**config.mk**
```make
export PLATFORM = sky130hd
export DESIGN_NAME = hps_cmd_decoder
export DESIGN_NICKNAME = d
export VERILOG_FILES = /design/src/rtl/hps_cmd_decoder.sv
export SDC_FILE = /design/constraint.sdc
export NUM_CORES = 1
export LEC_CHECK = 0
export CORE_MARGIN = 2
export CORE_UTILIZATION = 35
export DETAILED_ROUTE_END_ITERATION = 10
export PLACE_DENSITY = 0.56
export SETUP_SLACK_MARGIN = 0.2
export SLEW_MARGIN = 20
export SYNTH_ARGS = -nofsm -noshare
export SYNTH_HDL_FRONTEND = slang
export SYNTH_SLANG_ARGS = --single-unit
```
**constraint.sdc**
```tcl
create_clock -name clk_sys -period 25.7 [get_ports clk_sys]
set_clock_uncertainty 0.1 [all_clocks]
set_input_delay 5.14 -clock clk_sys [delete_from_list [all_inputs] [get_ports clk_sys]]
set_output_delay 5.14 -clock clk_sys [all_outputs]
set_load 0.005 [all_outputs]
```
**src/rtl/hps_cmd_decoder.sv**
```systemverilog
// HPS SPI command decoder: frames commands with io_enable and routes payload words to status, joystick and buttons.
// Optional build macro HPS_CMD_STATUS_GET_EN adds command 0x0029, which streams the status words back on io_dout.
//
//   state | meaning
//   IDLE  | no transaction; waiting for io_enable high
//   CMD   | transaction open; next strobe is the command word
//   DATA  | command latched; strobes are payload words indexed by wcnt
module hps_cmd_decoder #(
    parameter int STATUS_WORDS = 8
) (
    input  logic                        clk_sys,
    input  logic                        reset,
    input  logic                        io_enable,
    input  logic                        io_strobe,
    input  logic [15:0]                 io_din,
    output logic [15:0]                 io_dout,
    output logic [15:0]                 cmd,
    output logic                        cmd_active,
    output logic [16*STATUS_WORDS-1:0]  status,
    output logic                        status_set,
    output logic [31:0]                 joystick_0,
    output logic [15:0]                 buttons
);

    localparam logic [15:0] CMD_STATUS_SET = 16'h001E;
    localparam logic [15:0] CMD_JOY0       = 16'h0002;
    localparam logic [15:0] CMD_BUTTONS    = 16'h0004;
`ifdef HPS_CMD_STATUS_GET_EN
    localparam logic [15:0] CMD_STATUS_GET = 16'h0029;
`endif
    localparam logic [3:0]  LAST_WORD      = 4'(STATUS_WORDS - 1);

    typedef enum logic [1:0] {
        IDLE,
        CMD,
        DATA
    } state_t;

    state_t      state;
    logic [3:0]  wcnt;
    logic [15:0] shadow [STATUS_WORDS];
    logic        status_pend;

`ifdef HPS_CMD_STATUS_GET_EN
    // Indices past the last status word read back as zero.
    function automatic logic [15:0] status_word(input logic [4:0] idx);
        logic [15:0] w;
        w = '0;
        for (int i = 0; i < STATUS_WORDS; i++) begin
            if (idx == 5'(i)) begin
                w = status[16*i +: 16];
            end
        end
        return w;
    endfunction
`endif

    always_ff @(posedge clk_sys or posedge reset) begin
        if (reset) begin
            state       <= IDLE;
            wcnt        <= '0;
            cmd         <= '0;
            cmd_active  <= 1'b0;
            io_dout     <= '0;
            status      <= '0;
            status_set  <= 1'b0;
            status_pend <= 1'b0;
            joystick_0  <= '0;
            buttons     <= '0;
            for (int i = 0; i < STATUS_WORDS; i++) begin
                shadow[i] <= '0;
            end
        end else begin
            status_set  <= status_pend;
            status_pend <= 1'b0;

            // Dropping io_enable wins over any strobe arriving in the same cycle.
            if (!io_enable) begin
                state      <= IDLE;
                cmd_active <= 1'b0;
                io_dout    <= '0;
            end else begin
                case (state)
                    IDLE: begin
                        state <= CMD;
                    end

                    CMD: begin
                        if (io_strobe) begin
                            cmd        <= io_din;
                            wcnt       <= '0;
                            state      <= DATA;
                            cmd_active <= 1'b1;
                            io_dout    <= '0;
`ifdef HPS_CMD_STATUS_GET_EN
                            if (io_din == CMD_STATUS_GET) begin
                                io_dout <= status_word(5'd0);
                            end
`endif
                        end
                    end

                    DATA: begin
                        if (io_strobe) begin
                            if (wcnt != 4'hF) begin
                                wcnt <= wcnt + 4'd1;
                            end
                            io_dout <= '0;
                            case (cmd)
                                CMD_STATUS_SET: begin
                                    for (int i = 0; i < STATUS_WORDS; i++) begin
                                        if (wcnt == 4'(i)) begin
                                            shadow[i] <= io_din;
                                        end
                                    end
                                    // Last word goes straight into status alongside the buffered ones.
                                    if (wcnt == LAST_WORD) begin
                                        for (int i = 0; i < STATUS_WORDS - 1; i++) begin
                                            status[16*i +: 16] <= shadow[i];
                                        end
                                        status[16*(STATUS_WORDS-1) +: 16] <= io_din;
                                        status_pend <= 1'b1;
                                    end
                                end
                                CMD_JOY0: begin
                                    if (wcnt == 4'd0) begin
                                        joystick_0[15:0] <= io_din;
                                    end else if (wcnt == 4'd1) begin
                                        joystick_0[31:16] <= io_din;
                                    end
                                end
                                CMD_BUTTONS: begin
                                    if (wcnt == 4'd0) begin
                                        buttons <= io_din;
                                    end
                                end
`ifdef HPS_CMD_STATUS_GET_EN
                                CMD_STATUS_GET: begin
                                    io_dout <= status_word({1'b0, wcnt} + 5'd1);
                                end
`endif
                                default: begin
                                end
                            endcase
                        end
                    end

                    default: begin
                        state <= IDLE;
                    end
                endcase
            end
        end
    end

endmodule

```
==> flow_summary.yaml <==
pwr:
  irDropWorstVdd_v: 0.0000501
  leakage_nw: 7.73
  pwr-share-comb_pct: 5.2
  p_switching_w: 0.000246
  p_per_area_nw_per_um2: 68.4
  p_int_w: 0.000861
  seqPwrFrac_pct: 46.0
  swShare_pct: 22.3
  clkPwrFrac_pct: 48.8
placed_design:
  io_buffers: 213
  place_ws_ns: 16.89
  gp_congestion: 0.706
  dp_hpwl_um: 19100
die:
  fp.dieArea_um2: 37800
  start_util_pct: 35.6
  die_y_um: 195
  core_um2: 35700
  die_width_um: 195
  rows: 69
  boundaryPins: 230
synth:
  ys_ff_latch: 313
  syn_inst: 746
  synth_cell_types: 39
  yosys_warnings: 0
  synth_edf_count: 0
  syn_avg_cell_area_um2: 17.0
  async_reset_ff_share_pct: 100
  synth-main-ff-cell: "dfrtp_1"
  syn-cell-area_um2: 12700
  seq_area_frac_synth_pct: 61.7
grt:
  overflow: 0
  grt_max_degree: 120
  grt.total_usage_pct: 16.3
  grt_pass1_vias: 7170
  antenna_found_initial: 0
  grt_pass1_wl_um: 46600
detailed_routing:
  firstDrtPassIters: 6
  drc: 0
  routed_via_density: 4.68
  detailedRoute.firstIterationViolations: 286
  vias: 6754
  routed_wirelength_um: 30300
  detail_route.wl_per_cell_um: 21.0
  ant_nets: 0
timing:
  setup_tns_ns: 0
  worst_pin_slew_ns: 1.06
  slew_viol_final: 0
  finalCriticalPeriod_ns: 8.26
  relSlewSlack_pct: 29.2
  rsz0062_at_grt: "false"
  hold_viol: 0
  min_period_over_period_pct: 32.1
  max_freq_ghz: 0.121
  worst_slack_ns: 17.44
  setup_violations: 0
clock_network:
  cts_setup_buffers: 0
  path_clk_slew_ns: 0.06
  clockRootBuffer: "clkbuf_16"
  cts_tree: "built"
  cts_buffer_depth: 3
  cts.sinks: 313
  clock_latency_ns: 0.52
  cts_buffers: 37
  htree_levels: 2
  postCtsHoldBufs: 0
  ctsResizeCount: 0
worst_setup_path:
  crit_fanout: 55
  cp.arrival_ns: 8.55
  crit_path_end_kind: "register"
  crit_type: "in2reg"
  crit_required_ns: 25.99
  cp-start-kind: "input port"
layout:
  fillCellCount: 3180
  final_layout_size_suffix_gt1_share_pct: 34.4
  fin_nets: 976
  final_cell_mix: "313 x dfrtp_1, 213 x clkdlybuf4s50_1, 164 x mux2_2, 100 x mux2_4, 40 x mux2_1"
  syn_to_final_growth_pct: 27.5
  final_common_cell: "dfrtp_1"
min_path:
  min_path_type: "reg2reg"
run_status:
  outcome: "completed"
flow_run:
  cap_violations: 0
[power groups by stage]
stage                     registers, W  clock network, W  logic (W)
final                         0.000510          0.000540  0.0000575
after global routing          0.000511          0.000576  0.0000641
after CTS                     0.000510          0.000555  0.0000596
after global placement        0.000518                 0  0.0000593
after detailed placement      0.000518                 0  0.0000593
after floorplan               0.000517                 0  0.0000270
[final cells by class]
cell class | count | area, µm² | share of cell area [%]
flip-flops and latches | 313 | 7830 | 48.4
clock buffers | 54 | 1090 | 6.74
repair buffers | 218 | 2170 | 13.4
multi-input cells | 379 | 4330 | 26.7
diodes | 3 | 7.51 | 0.0464
well taps | 461 | 577 | 3.56
inverters | 3 | 18.8 | 0.116
clock inverters | 12 | 168 | 1.04
[registers in the layout (all words and copies together) (netlist names)]
name,count
joystick_0,32
cmd,16
status_pend,1
cmd_active,1
wcnt,4
state,2
status_set,1
shadow,112
status,128
buttons,16
[cells by family (layout without fill, tap and decap cells)]
kind of cell	Yosys count	count (layout)	synth area share (%)
compound gates	8	8	0.414
fa+ha+maj	4	4	0.394
buf+inv	69	287	4.71
flops	313	313	61.7
mux	304	304	29.9
other cells	1	19	0.0295
simple gates	47	47	2.90
[per-layer routing]
metal	up-vias	share of wire, %	global-route usage [%]
met2	160	44	24.0
met1	3534	48	23.3
met5	-	0	0
met4	0	2.1	4.93
li1	3012	-	-
met3	48	5.9	4.53
[synthesized netlist by cell type (2+ instances only)]
library cell	count	area share (%)
and4_1	2	0.14
dfrtp_1	313	62
nand4b_1	2	0.14
buf_4	18	1.1
o21ai_0	3	0.12
a21boi_0	2	0.12
buf_2	8	0.32
clkbuf_1	18	0.53
mux2_2	164	15
ha_1	4	0.39
or3_1	5	0.25
nor4_1	2	0.098
inv_1	3	0.089
o21bai_1	2	0.12
nand4_4	2	0.33
mux2_4	100	12
mux2_1	40	3.5
nand2b_1	3	0.15
buf_12	11	1.7
buf_6	11	0.98
nor2b_1	3	0.15
and3_1	8	0.39
or4_4	2	0.18
nand2_1	5	0.15
[per-stage QoR]
step	power, W	area [µm²]	utilization, %	hold WS [ns]	cells
finish	0.00111	16200	45.4	0.242	1443
global placement	0.000578	14900	41.9	0.235	1374
CTS	0.00112	16200	45.4	0.241	1440
global route	0.00115	16200	45.4	0.264	1440
floorplan	0.000544	12800	-	0.231	761
detailed placement	0.000578	14900	41.9	0.242	1374
[worst max-delay path: stages]
cell and delay [ns]:
clkdlybuf4s50_1 0.57, nand4b_1 0.27, nor4_2 0.49, and3_4 0.74
buf_4 0.82, mux2_2 0.42
[worst paths after layout]
path | from | to | slack [ns] | cells after the start
setup / recovery | io_enable | status[105]$_DFFE_PP0P_ | 17.44 | 6
hold / removal | status_pend$_DFF_PP0_ | status_set$_DFF_PP0_ | 0.24 | 0
setup reg to reg | cmd[9]$_DFFE_PP0P_ | status[105]$_DFFE_PP0P_ | 22.13 | 5
hold reg to reg | status_pend$_DFF_PP0_ | status_set$_DFF_PP0_ | 0.24 | 0
max in group asynchronous | reset | status[95]$_DFFE_PP0P_ | 18.27 | 4
min in group asynchronous | reset | status[62]$_DFFE_PP0P_ | 5.09 | 2
Note: power is estimated with default switching activity, not from simulation.
